File: config.mk
export PLATFORM = sky130hd
export DESIGN_NAME = dma_skid_buffer
export DESIGN_NICKNAME = d
export VERILOG_FILES = /design/src/rtl/dma_skid_buffer.sv
export SDC_FILE = /design/constraint.sdc
export NUM_CORES = 1
export LEC_CHECK = 0
export CAP_MARGIN = 20
export CORE_ASPECT_RATIO = 1.1
export CORE_UTILIZATION = 30
export DETAILED_ROUTE_END_ITERATION = 6
export RECOVER_POWER = 100
export SYNTH_ARGS = -nofsm -noshare
export SYNTH_HDL_FRONTEND = slang
export SYNTH_SLANG_ARGS = --single-unit
File: constraint.sdc
create_clock -name clk -period 2.7 [get_ports clk]
set_input_delay 0.54 -clock clk [delete_from_list [all_inputs] [get_ports clk]]
set_output_delay 0.54 -clock clk [all_outputs]
set_load 0.05 [all_outputs]
File: src/rtl/dma_skid_buffer.sv
`default_nettype none
// ============================================================
// Module : dma_skid_buffer
// Two-entry registered valid/ready stage, full throughput.
// Rev    : 1.0
// ============================================================
module dma_skid_buffer #(
  parameter int WIDTH = 8
) (
  input  wire logic             clk,
  input  wire logic             rst,
  input  wire logic [WIDTH-1:0] i_data,
  input  wire logic             i_vld,
  output logic                  o_rdy,
  output logic [WIDTH-1:0]      o_data,
  output logic                  o_vld,
  input  wire logic             i_rdy
);

  logic [WIDTH-1:0] r_main;
  logic [WIDTH-1:0] r_skid;
  logic             r_main_vld;
  logic             r_in_rdy;

  // r_in_rdy low means the skid register holds a word behind the main one
  always_ff @(posedge clk) begin
    if (rst) begin
      r_main_vld <= 1'b0;
      r_in_rdy   <= 1'b1;
    end else if (r_in_rdy) begin
      if (i_vld) begin
        if (!r_main_vld || i_rdy) r_main_vld <= 1'b1;
        else                      r_in_rdy   <= 1'b0;
      end else if (i_rdy) begin
        r_main_vld <= 1'b0;
      end
    end else if (i_rdy) begin
      r_in_rdy <= 1'b1;
    end
  end

  always_ff @(posedge clk) begin
    if (r_in_rdy && i_vld) begin
      if (!r_main_vld || i_rdy) r_main <= i_data;
      else                      r_skid <= i_data;
    end else if (!r_in_rdy && i_rdy) begin
      r_main <= r_skid;
    end
  end

  assign o_rdy  = r_in_rdy;
  assign o_vld  = r_main_vld;
  assign o_data = r_main;

endmodule
`default_nettype wire

* Yosys cells after proc, flatten, opt, wreduce, memory -nomap -nowiden *
Cells that the tools add are included.

storage, ports and cells
  logic and storage cells = 27
  output and inout bits = 10
  register bits = 18
  input port bits = 12

cells by class
  equal/unequal tests = 2
  mux-type cells = 10
  reduce and logical (&&, ||, !) cells = 10
  bitwise gates (word level) = 1

operator list
  kind                                                                     count
  8-bit two-way mux                                                        3
  1-bit two-way mux                                                        7
  2-bit by 1-bit inequality test with 1-bit output, second input constant  2
  2-bit AND reduction                                                      2
  2-bit nonzero test                                                       2
  3-bit AND reduction                                                      1
  1-bit logical AND                                                        2
  1-bit logical NOT                                                        2
  1-bit logical OR                                                         1
  1-bit NOT                                                                1

* Logic depth before layout (Yosys ltp) *
Gate-level depths: netlist of run 1.

  word-level depth = 5
  depth in mapped cells = 2
  depth with buffers taken out = 2

* Least setup slack after synthesis of run 1 *
OpenSTA, ideal clock, no wires.

  path type = reg-to-reg
  start = register r_in_rdy, in the netlist o_rdy
  end = register r_skid[0] (enable)
  period minus slack after synthesis = 1979 ps
  path slack = 721 ps
  buffers on the path = 0
  arrival time = 1593 ps
  data required time = 2315 ps
  setup time = 385 ps
  cell stages (with the launch flop) = 3
  path through = dfxtp_1 > nand2_4 > nor3b_1

on the way
  longest elaborated chain between the ends = 2

ends and longest elaborated chain
  item                           line  source
  from (decl)                    23    logic r_in_rdy;
  from (signal assigned)         29    r_in_rdy <= 1'b1;
  from (signal assigned)         33    else r_in_rdy <= 1'b0;
  from (signal assigned)         38    r_in_rdy <= 1'b1;
  1-bit logical AND              43    if (r_in_rdy && i_vld) begin
  2-bit AND reduction (no line)  --
  to (signal assigned)           45    else r_skid <= i_data;
  to (decl)                      21    logic [WIDTH-1:0] r_skid;

Every way passes these cells.
A chain may end at the register's enable or synchronous reset.

* Final worst setup path of run 1 *
  start = register r_in_rdy, in the netlist o_rdy
  end = output port o_rdy

RTL lines
  item       line  source
  to (decl)  14    output logic o_rdy,

No word-level cell between the ends.

==> summary.txt, run 1 <==
CP Max Fanout - 6
Synth top area share - 71.1%
Syn Inst Count - 35
Adder-Cell Fraction of Synth Area - 0%
Critical Setup Path Class - reg2out
Worst slew margin - 66.0%
Row cnt - 17
Fin crit share - 79.6%
Post-CTS Setup Inserts - 0
Max Clk Rate - 465 MHz
Post-route minimum period - 2150 ps
Hold Path Depth - 1
Clock buffer depth - 2
GRT Total Usage - 10.4%
Fin nets - 76
Clock transition at the registers of the reported paths - 100 ps
P_leak - 0.333 nW
HP Class - reg2reg
Clk_skew - 3.68 ps
Worst path required time - 2160 ps
Synth area leader - edfxtp_1
H-tree depth - 1
Crit Reg-Reg Endpoint - r_skid[0]
Routability cong. - 0.636
Sw Share - 23.7%
Fin area - 961 µm²
Port bufs - 21
CP Data Arrival Time - 1610 ps
Synth Warn # - 0
Sink Count - 18
Mux contribution to synthesized area - 13.3%
Final wirelength - 1100 µm
Wire length per cell - 12.1 µm
CTS buffer count - 3
IO Pins - 22
Die area - 2450 µm²
TritonRoute pass-1 iters - 1
Vias in the first global route - 429
Core area - 2060 µm²
Final hold violations - 0
Switching power - 0.000136 W
Post-DP HPWL - 840 µm
Post-synthesis compound-gate area fraction - 4.81%
Sequential area share after synthesis - 77.0%
Fill cells - 201
Area Growth Syn to Fin - 42.2%
FF+latch count, synth - 18
Syn_area_per_cell - 19.3 µm²
FF-to-FF path depth - 3
Commonest cells after routing, fill and taps aside - dlygate4sd3_1, edfxtp_1, mux2_2
Synthesized area - 676 µm²
ANT cells - 0
Hold-fix buffers, CTS - 0
R2R Path Start - o_rdy
Power Internal - 0.000436 W
Most common cell after layout, fill and taps aside - dlygate4sd3_1
Crit path buf inv count - 1
Root Buffer - clkbuf_4
CP Capture Type - output port
Outcome - complete, no violations
Main combinational cell family by area after synthesis - multiplexers
Via count - 394
Simple-Gate Fraction of Synth Area - 4.26%
Final Max Slew Viols - 0
DRC errors left - 0
Post-CTS Resized - 0
Starting density of the core - 32.7%
Grt total ovfl - 0
CP startpoint kind - register
Least-Margin Pin Slew - 508 ps
Share of cells above drive strength 1 - 20.6%
Starting DRT DRC Count - 0
Vias/cell - 4.33
XOR/XNOR share of the synthesized area - 0%
Hold EP - o_data[4]
Post-synth cell types - 12
Setup TNS - 0 ps
Worst skew pair latency - 280 ps
R2r setup slk - 990 ps
Reg power frac - 56.5%
CTS tree - built
Area contributors post-synth - edfxtp_1, mux2_2, dfxtp_1, nand2_4, a21bo_2
Largest net degree at the start of global routing - 11
Crit-path cells - dlygate4sd3_1
First-pass GRT wire length - 1750 µm
Max cap viols - 0
Placed inst area - 943 µm²
Power Density - 595 nW/µm²
Peak supply drop - 0.273 mV
Comb power frac - 15.9%
Die Wd - 47.3 µm
CP delay by family, top - buffers and inverters
Die Height - 51.8 µm
Clock Power Share - 27.6%
Synthesized net count - 47
Max incr delay on CP - 900 ps
Detail Route Antenna Nets - 0
CP startpoint - o_rdy
Initial antenna violation count - 0
Finish-stage setup viols - 0
RSZ-0062 raised after global routing - false
Crit-path slowest cell - dlygate4sd3_1
Hold Startpoint - r_skid[4]
kinds of logic (layout without fill, tap and decap cells):
group / Yosys count / after routing
compound gates: 4 / 4
buf+inv: 1 / 29
simple gates: 4 / 4
mux: 8 / 8
flops: 18 / 18
layout make-up:
type / instances / area [µm²] / area share [%]
Clock buffer: 4 / 36.3 / 3.78
Inverter: 1 / 3.75 / 0.391
Multi-Input combinational cell: 16 / 144 / 15.0
Sequential cell: 18 / 520 / 54.2
Tap cell: 28 / 35.0 / 3.65
Timing Repair Buffer: 24 / 221 / 23.0
cell usage after synthesis:
| cell | count |
|---|---|
| nor3b_1 | 1 |
| a2bb2oi_1 | 1 |
| nor2b_1 | 1 |
| a21oi_1 | 1 |
| dfxtp_1 | 2 |
| nand2_4 | 1 |
| a21bo_2 | 1 |
| inv_1 | 1 |
| mux2_2 | 8 |
| edfxtp_1 | 16 |
| nand2_1 | 1 |
| a211o_1 | 1 |
worst max path at each step:
| stage | slack [ps] | cells after the start | end |
|---|---|---|---|
| 2_1_floorplan | 720 | 2 | r_skid[0] |
| 5_1_grt | 500 | 4 | r_skid[2] |
| 3_3_place_gp | 620 | 4 | r_skid[6] |
| 3_5_place_dp | 650 | 4 | r_skid[6] |
| 4_1_cts | 530 | 1 | o_rdy |
| 6_report | 550 | 1 | o_rdy |
flip-flops by register name (all words and copies together), names as in the netlist:
name,cells
o_vld,1
r_skid,8
o_data,8
o_rdy,1
power groups by stage:
stage	sequential (W)	clock [W]	combinational (W)
2_1_floorplan	0.000366	0	0.0000202
3_3_place_gp	0.000330	0	0.000100
3_5_place_dp	0.000330	0	0.000101
4_1_cts	0.000324	0.000163	0.000102
5_1_grt	0.000324	0.000176	0.0000964
6_report	0.000323	0.000158	0.0000912
worst register-to-register path: stages, from the launching register on:
cell,delay [ps]
dfxtp_1,430
nand2_1,300
nor3b_1,370
clkbuf_1,300
metal layers:
metal | track usage, % | part of all wire [%] | wire [µm]
met1 | 12.3 | 39 | 432
met3 | 2.08 | 4.9 | 54
met5 | 0 | 0 | 0
met2 | 18.3 | 56 | 617
met4 | 2.86 | 0 | 0
through the flow:
step | instances | util [%] | power [W] | setup WS, ps | hold slack (ps)
floorplan | 35 | - | 0.000386 | 721 | 523
global placement | 87 | 45.7 | 0.000431 | 621 | 523
detailed placement | 87 | 45.7 | 0.000431 | 648 | 542
CTS | 91 | 47.5 | 0.000589 | 533 | 562
global route | 91 | 46.6 | 0.000597 | 497 | 576
finish | 91 | 46.6 | 0.000572 | 552 | 556
No activity file was read; power rests on OpenSTA's default activity.
==> inputs of run 2 (changes only) <==
==> constraint.sdc (replaced) <==
create_clock -name clk -period 1.78 [get_ports clk]
set_input_delay 0.356 -clock clk [delete_from_list [all_inputs] [get_ports clk]]
set_output_delay 0.356 -clock clk [all_outputs]
set_load 0.05 [all_outputs]
==> summary.txt, run 2 (synthesis gave the netlist of run 1 again) <==
Outcome - complete, no violations
CP Max Fanout - 5
IO Pins - 22
CP startpoint kind - register
Crit-path slowest cell - clkbuf_1
Clock buffer depth - 2
CP delay by family, top - buffers and inverters
Starting DRT DRC Count - 8
Die Height - 51.8 µm
Vias/cell - 4.25
Post-DP HPWL - 788 µm
Final wirelength - 1030 µm
Area of the multi-input gates - 156 µm²
Fin nets - 77
ANT cells - 0
R2r setup slk - 570 ps
Commonest cells after routing, fill and taps aside - edfxtp_1, clkbuf_1, dlygate4sd3_1
Post-CTS Setup Inserts - 0
Die Wd - 47.3 µm
Grt total ovfl - 0
Initial antenna violation count - 0
Share of cells above drive strength 1 - 28.1%
Worst skew pair latency - 290 ps
Fill cells - 206
RSZ-0062 raised after global routing - false
Clk_skew - 3.80 ps
Most common cell after layout, fill and taps aside - edfxtp_1
Port bufs - 21
Sink Count - 18
Post-CTS Resized - 0
Final Max Slew Viols - 0
Largest net degree at the start of global routing - 11
Least-Margin Pin Slew - 594 ps
Critical Setup Path Class - reg2out
Vias in the first global route - 368
Hold Startpoint - o_vld
Power Density - 942 nW/µm²
CP startpoint - o_vld
Peak supply drop - 0.480 mV
Worst path required time - 1420 ps
Via count - 391
Fin crit share - 86.0%
Crit-path cells - clkbuf_1
Post-route minimum period - 1530 ps
Starting density of the core - 32.7%
Max cap viols - 0
Area Growth Syn to Fin - 36.7%
Detail Route Antenna Nets - 0
HP Class - reg2reg
Setup WS post-layout - 248 ps
First-pass GRT wire length - 1640 µm
CTS tree - built
Final hold violations - 0
Root Buffer - clkbuf_4
Setup TNS - 0 ps
Finish-stage setup viols - 0
TritonRoute pass-1 iters - 2
Seq. cell area - 522 µm²
P_leak - 0.315 nW
H-tree depth - 1
DRC errors left - 0
Core area - 2060 µm²
Clock transition at the registers of the reported paths - 100 ps
Row cnt - 17
Hold-fix buffers, CTS - 0
Crit path buf inv count - 1
Setup slack after placement - 47.7 ps
Routability cong. - 0.644
CP Data Arrival Time - 1180 ps
Wire length per cell - 11.2 µm
Worst slew margin - 60.6%
Die area - 2450 µm²
GRT Total Usage - 10.6%
CP Capture Type - output port
R2R Path Start - o_rdy
Max Clk Rate - 653 MHz
CTS buffer count - 3
Max incr delay on CP - 480 ps
[run 2: cell types whose count changed in the layout (fill, tap and decap cells not counted), sizes merged]
cell           delta
buf               +3
dlygate4sd3      -11
clkdlybuf4s50     +1
clkbuf            +8
[run 2: final timing paths]
| check | to | depth (start not counted) |
|---|---|---|
| min | o_rdy | 2 |
| max reg2reg | o_data[6] | 3 |
| max | o_vld | 1 |
| min reg2reg | o_rdy | 2 |
[run 2: through the flow]
step | std cells | power (W) | instance area (µm²) | hold WS [ps] | util, %
2_1_floorplan | 35 | 0.000586 | 682 | 425 | -
3_3_place_gp | 88 | 0.000650 | 932 | 530 | 45.2
3_5_place_dp | 88 | 0.000651 | 932 | 528 | 45.2
4_1_cts | 92 | 0.000902 | 968 | 556 | 46.9
5_1_grt | 92 | 0.000906 | 923 | 576 | 44.8
6_report | 92 | 0.000869 | 923 | 550 | 44.8
[run 2: cell type report]
cell class / instances / share of cell area (%)
Inverter: 1 / 0.407
Timing Repair Buffer: 25 / 18.4
Tap cell: 28 / 3.79
Multi-Input combinational cell: 16 / 16.9
Sequential cell: 18 / 56.5
Clock buffer: 4 / 3.93
[run 2: power by group]
group	internal (W)	total [W]	switching (W)
logic	0.0000455	0.000130	0.0000846
clock network	0.000125	0.000250	0.000125
registers	0.000483	0.000490	0.00000658
total	0.000653	0.000869	0.000216
[run 2: layer usage]
metal | GRT usage (%) | vias to the layer above | wire length (µm)
li1 | - | 193 | -
met1 | 11.5 | 177 | 427
met2 | 16.0 | 17 | 504
met3 | 2.78 | 4 | 64
met4 | 10.0 | 0 | 33
met5 | 0 | - | 0
